--- src/rtl/stepper_phase_sequencer_if.sv ---
// Command/status bundle between the motion control logic and the stepper
// phase sequencer.
//   master : control side; drives start/dir/half_step/step_count/stop and
//            observes coils/busy/done/steps_left/position.
//   slave  : sequencer side.
// CNT_W and POS_W must match the parameters of the sequencer instance.
interface stepper_phase_sequencer_if #(
  parameter int unsigned CNT_W = 16,
  parameter int unsigned POS_W = 16
);
  logic             start;
  logic             dir;
  logic             half_step;
  logic [CNT_W-1:0] step_count;
  logic             stop;
  logic [3:0]       coils;
  logic             busy;
  logic             done;
  logic [CNT_W-1:0] steps_left;
  logic [POS_W-1:0] position;

  modport master (
    output start, dir, half_step, step_count, stop,
    input  coils, busy, done, steps_left, position
  );

  modport slave (
    input  start, dir, half_step, step_count, stop,
    output coils, busy, done, steps_left, position
  );
endinterface

--- src/rtl/stepper_phase_sequencer.sv ---
// Stepper phase sequencer: synchronises the slow step clock, turns each of
// its rising edges into a one-cycle tick and walks a 4-coil unipolar motor
// through a full- or half-step phase table for a commanded move.
// Ports:
//   clk      system clock, all logic on its rising edge
//   rst_n    synchronous active-low reset
//   slow_clk asynchronous slow step clock
//   bus      slave side of stepper_phase_sequencer_if (command in, status out)
module stepper_phase_sequencer #(
  parameter int unsigned CNT_W       = 16,
  parameter int unsigned POS_W       = 16,
  parameter int unsigned SYNC_STAGES = 2,
  parameter int unsigned HOLD        = 1
) (
  input  logic                       clk,
  input  logic                       rst_n,
  input  logic                       slow_clk,
  stepper_phase_sequencer_if.slave   bus
);

  // A single flop is never an acceptable synchroniser.
  localparam int unsigned SYNC_N = (SYNC_STAGES < 2) ? 2 : SYNC_STAGES;

  typedef enum logic [1:0] {
    IDLE   = 2'd0,
    RUN    = 2'd1,
    FINISH = 2'd2
  } state_e;

  // Phase table; odd indices energise two coils (full-step positions).
  function automatic logic [3:0] phase_lut(input logic [2:0] idx);
    logic [3:0] pat;
    case (idx)
      3'd0:    pat = 4'b1000;
      3'd1:    pat = 4'b1100;
      3'd2:    pat = 4'b0100;
      3'd3:    pat = 4'b0110;
      3'd4:    pat = 4'b0010;
      3'd5:    pat = 4'b0011;
      3'd6:    pat = 4'b0001;
      default: pat = 4'b1001;
    endcase
    return pat;
  endfunction

  logic [SYNC_N-1:0] sync_q;
  logic              prev_q;
  logic              tick_c;

  state_e            state_q, state_d;
  logic [2:0]        idx_q, idx_d;
  logic [CNT_W-1:0]  steps_q, steps_d;
  logic [POS_W-1:0]  pos_q, pos_d;
  logic              dir_q, dir_d;
  logic              half_q, half_d;
  logic [3:0]        coils_q, coils_d;
  logic              busy_q, done_q;
  logic [2:0]        stride_c;

  // Synchroniser and rising-edge detect. Reset to 1 so a slow_clk that is
  // already high when reset releases is not mistaken for a fresh edge.
  always_ff @(posedge clk) begin
    if (!rst_n) begin
      sync_q <= '1;
      prev_q <= 1'b1;
    end else begin
      sync_q <= {sync_q[SYNC_N-2:0], slow_clk};
      prev_q <= sync_q[SYNC_N-1];
    end
  end

  assign tick_c = sync_q[SYNC_N-1] & ~prev_q;

  // State and datapath registers.
  always_ff @(posedge clk) begin
    if (!rst_n) begin
      state_q <= IDLE;
      idx_q   <= 3'd0;
      steps_q <= '0;
      pos_q   <= '0;
      dir_q   <= 1'b0;
      half_q  <= 1'b0;
      coils_q <= 4'b0000;
      busy_q  <= 1'b0;
      done_q  <= 1'b0;
    end else begin
      state_q <= state_d;
      idx_q   <= idx_d;
      steps_q <= steps_d;
      pos_q   <= pos_d;
      dir_q   <= dir_d;
      half_q  <= half_d;
      coils_q <= coils_d;
      busy_q  <= (state_d == RUN);
      done_q  <= (state_d == FINISH);
    end
  end

  assign stride_c = half_q ? 3'd1 : 3'd2;

  // Next-state and datapath update.
  always_comb begin
    state_d = state_q;
    idx_d   = idx_q;
    steps_d = steps_q;
    pos_d   = pos_q;
    dir_d   = dir_q;
    half_d  = half_q;

    case (state_q)
      IDLE: begin
        if (bus.start) begin
          if (bus.step_count != '0) begin
            dir_d   = bus.dir;
            half_d  = bus.half_step;
            steps_d = bus.step_count;
            // Full-step runs on odd indices only; snapping is not a step.
            if (!bus.half_step) idx_d = idx_q | 3'd1;
            state_d = RUN;
          end else begin
            state_d = FINISH;
          end
        end
      end
      RUN: begin
        // stop takes priority over a coincident tick.
        if (bus.stop) begin
          state_d = FINISH;
        end else if (tick_c) begin
          idx_d   = dir_q ? (idx_q + stride_c) : (idx_q - stride_c);
          steps_d = steps_q - CNT_W'(1);
          pos_d   = dir_q ? (pos_q + POS_W'(1)) : (pos_q - POS_W'(1));
          if (steps_q == CNT_W'(1)) state_d = FINISH;
        end
      end
      FINISH: state_d = IDLE;
      default: state_d = IDLE;
    endcase

    // Coils follow the index while moving; when not moving they hold the
    // phase or de-energise depending on HOLD.
    if ((HOLD != 32'd0) || (state_d == RUN)) coils_d = phase_lut(idx_d);
    else                                     coils_d = 4'b0000;
  end

  assign bus.coils      = coils_q;
  assign bus.busy       = busy_q;
  assign bus.done       = done_q;
  assign bus.steps_left = steps_q;
  assign bus.position   = pos_q;

endmodule

--- src/flat_wrapper.sv ---
// flat-port wrapper written by rule: the top's interface ports become plain ports
module stepper_phase_sequencer_flat 
#(
  parameter int unsigned CNT_W       = 16,
  parameter int unsigned POS_W       = 16,
  parameter int unsigned SYNC_STAGES = 2,
  parameter int unsigned HOLD        = 1
)
  (clk, rst_n, slow_clk, bus_start, bus_dir, bus_half_step, bus_step_count, bus_stop, bus_coils, bus_busy, bus_done, bus_steps_left, bus_position);
  stepper_phase_sequencer_if #(.CNT_W(CNT_W), .POS_W(POS_W)) bus_i ();
  input  logic clk;
  input  logic rst_n;
  input  logic slow_clk;
  input wire logic [$bits(bus_i.start)-1:0] bus_start;
  input wire logic [$bits(bus_i.dir)-1:0] bus_dir;
  input wire logic [$bits(bus_i.half_step)-1:0] bus_half_step;
  input wire logic [$bits(bus_i.step_count)-1:0] bus_step_count;
  input wire logic [$bits(bus_i.stop)-1:0] bus_stop;
  output wire logic [$bits(bus_i.coils)-1:0] bus_coils;
  output wire logic [$bits(bus_i.busy)-1:0] bus_busy;
  output wire logic [$bits(bus_i.done)-1:0] bus_done;
  output wire logic [$bits(bus_i.steps_left)-1:0] bus_steps_left;
  output wire logic [$bits(bus_i.position)-1:0] bus_position;
  assign bus_i.start = bus_start;
  assign bus_i.dir = bus_dir;
  assign bus_i.half_step = bus_half_step;
  assign bus_i.step_count = bus_step_count;
  assign bus_i.stop = bus_stop;
  assign bus_coils = bus_i.coils;
  assign bus_busy = bus_i.busy;
  assign bus_done = bus_i.done;
  assign bus_steps_left = bus_i.steps_left;
  assign bus_position = bus_i.position;
  stepper_phase_sequencer #(.CNT_W(CNT_W), .POS_W(POS_W), .SYNC_STAGES(SYNC_STAGES), .HOLD(HOLD)) u_core (.clk(clk), .rst_n(rst_n), .slow_clk(slow_clk), .bus(bus_i));
endmodule
--- config.mk ---
export PLATFORM = sky130hd
export DESIGN_NAME = stepper_phase_sequencer_flat
export DESIGN_NICKNAME = d
export VERILOG_FILES = /design/src/rtl/stepper_phase_sequencer_if.sv /design/src/rtl/stepper_phase_sequencer.sv /design/src/flat_wrapper.sv
export SDC_FILE = /design/constraint.sdc
export NUM_CORES = 1
export LEC_CHECK = 0
export ABC_AREA = 1
export CORE_MARGIN = 10
export CORE_UTILIZATION = 57
export CTS_CLUSTER_DIAMETER = 200
export DETAILED_ROUTE_END_ITERATION = 7
export MAX_ROUTING_LAYER = met4
export PLACE_DENSITY = 0.86
export RECOVER_POWER = 50
export SYNTH_ARGS = -nofsm -noshare
export SYNTH_HDL_FRONTEND = slang
export SYNTH_SLANG_ARGS = --single-unit
--- constraint.sdc ---
create_clock -name clk -period 3.8 [get_ports clk]
set_clock_uncertainty 0.2 [all_clocks]
set_input_delay 0.95 -clock clk [delete_from_list [all_inputs] [get_ports clk]]
set_output_delay 0.95 -clock clk [all_outputs]
set_load 0.02 [all_outputs]
==> impl_metrics.ini <==
[layout]
nets = 610
stdcell_area_um2 = 3969
final_common_cell = nand2_1
utilization_pct = 72.07
diodes = 0
most-common-layout-cells = 133 x nand2_1, 65 x nor2_1, 59 x inv_1, 54 x nand3_1, 48 x dfxtp_1
drive_above_1_share_pct = 5.097
area_delta_synth_final_pct = 22.95
fill_cells = 465

[critical_path]
crit_family = buffers and inverters
crit_arrival_ns = 3.19
slowest_delay_ns = 0.79
worstSetupEndpointType = flip-flop
crit_chain = dlygate4sd3_1 -> buf_4 -> inv_1 -> clkbuf_1 -> nor2_1 -> nand3_1 -> nand2_1
slowest_stage = clkbuf_1
crit_type = in -> reg
critPathMaxFanout = 22
worstPathRequired_ns = 3.82
startpoint_type = input port
path_buf_inv = 4

[power_and_ir_drop]
peakVddDrop_mv = 0.2017
leakagePower_uw = 0.001969
cellPowerDensity_nw_per_um2 = 330.3

[cts]
ctsHoldBuffers = 0
cts_made_buffers = 5
cts_sinks = 48
clk-insertion-delay-late_ns = 0.31
cts_buffer_depth = 2
cts.clk_slew.worst_paths_ns = 0.10
cts_setup_buffers = 0
ctsResizeCount = 0
cts_tree = built
cts_root_buf = clkbuf_8
h-tree-depth = 2

[synthesis]
ys_seq_area_share_pct = 29.77
ys_ff_latch = 48
avgSynthCellArea_um2 = 6.317
synth_top_family_by_area = simple AND/OR/NAND/NOR gates
synth_area_um2 = 3228
synth-simple-area-share_pct = 37.67
synthTopCellsByArea = dfxtp_1 30%, nand2_1 15%, nand3_1 8.4%
yosysUniqueCellTypes = 36
yosysWarnings = 0
synth_fa_ha_area_share_pct = 7.829
synth_top_area_share_pct = 29.77
yosys.area.top_type = dfxtp_1
syn_nets = 553
synth_xor_area_share_pct = 2.946
syn_inst = 511
synthMuxAreaShare_pct = 0
synth_compound_area_share_pct = 11.86

[placement]
gp_congestion = 0.9422
placed_area_um2 = 3892
portBuffers = 60
dp_hpwl_mm = 6.557

[timing]
finalSetupViolCount = 0
fin_crit_ns = 3.170
relSlewSlack_pct = 33.79
finalSetupTns_ns = 0
holdWs_ns = 0.2273
rsz0062_at_grt = false
finalMaxSlewViolations = 0
fmax_ghz = 0.3154
final.period_utilization_pct = 83.43
tightest_slew_ns = 0.9931
hold_viol_final = 0

[routing]
drt_iter0_markers = 196
wl_per_cell_um = 13.51
avgViaCountPerCell = 5.368
first_pass_iters = 5
routed_wl_mm = 8.657
ant_nets = 0
drcViolationCount = 0
vias = 3441

[floorplan]
core_area_um2 = 5507
io_pins = 61
start_util_pct = 58.62
die_h_um = 95.26
dieArea_um2 = 9074
dieWidth_um = 95.26
fp-row-count = 27

[hold_path]
hp-class = reg -> reg

[global_route]
grt_pass1_vias = 3268
grt_pass1_wl_mm = 14.51
track_usage_pct = 19.85
antenna_found_initial = 0
grt_max_degree = 29
grt_overflow = 0

[outcome]
status = finished, final reports clean

[flow_run]
max-cap-violations = 0
## per-layer routing
layer	share of wire (%)	track usage, %	vias to the layer above
li1	-	-	1752
met1	42	21.79	1550
met2	49	35.23	124
met3	6.9	3.849	15
met4	1.8	6.234	0
met5	0	-	-
## flip-flops by register name (all words and copies together), names as in the netlist
register,flops
u_core.bus.busy,1
u_core.bus.coils,4
u_core.bus.done,1
u_core.bus.position,16
u_core.bus.steps_left,16
u_core.dir_q,1
u_core.half_q,1
u_core.idx_q,3
u_core.prev_q,1
u_core.state_q,2
u_core.sync_q,2
## cell type report
cell class              instances  area [µm²]  area share [%]
clock inverters                 3       46.29           1.166
well taps                      72       90.09           2.270
repair buffers                 64       623.1           15.70
multi-input cells             382        1928           48.58
clock buffers                   5       68.82           1.734
flip-flops and latches         48       960.9           24.21
inverters                      67       251.5           6.337
## cells in the mapped netlist
cell type and number:
xor2_1 1, nand2_1 133, nand3b_1 3, ha_1 17, o211ai_1 1, a21boi_0 1, a21oi_1 40, dfxtp_1 48
o22ai_1 2, o21bai_1 2, nor3_1 6, buf_1 1, nand4_1 6, o21ai_2 1, a31oi_1 1, inv_2 9
xor2_2 1, nor4_1 1, fa_1 2, nor2_1 64, buf_2 7, or2_2 4, o21ai_0 10, nand3_1 54
nand2_4 1, nor2_4 1, inv_1 58, buf_6 1, nor3b_2 1, and2_1 2, and2_4 1, nor3_4 1
clkbuf_1 5, nand2_2 2, xnor2_1 8, o21ai_1 15
## logic make-up (layout without fill, tap and decap cells)
kind of cell | after synthesis | count (layout)
adder cells (fa/ha/maj) | 19 | 19
AND/OR/NAND/NOR | 280 | 280
flip-flops | 48 | 48
AO/OA/AOI/OAI | 73 | 73
buffers and inverters | 81 | 139
XOR/XNOR | 10 | 10
## power breakdown
group | internal, µW | total (µW) | switching, µW
clock network | 199 | 386 | 187
registers | 527 | 555 | 28.1
logic | 145 | 370 | 225
total | 870 | 1310 | 441
## stage by stage
stage | power, µW | setup slack, ns | cells
after CTS | 1321 | 1.076 | 641
after floorplan | 816.9 | 1.662 | 511
after detailed placement | 938.9 | 0.7394 | 633
final | 1311 | 0.6295 | 641
after global routing | 1389 | 0.4527 | 641
after global placement | 928.9 | 0.7950 | 633
## worst paths after layout
path         cells after the start         startpoint  slack (ns)                        end
max reg2reg                      7  u_core.state_q[1]        1.26  u_core.bus.steps_left[13]
max                              7              rst_n        0.63        u_core.bus.coils[3]
min reg2reg                      1   u_core.sync_q[0]        0.23           u_core.sync_q[1]
min                              1   u_core.sync_q[0]        0.23           u_core.sync_q[1]
(Power assumes the default switching activity.)
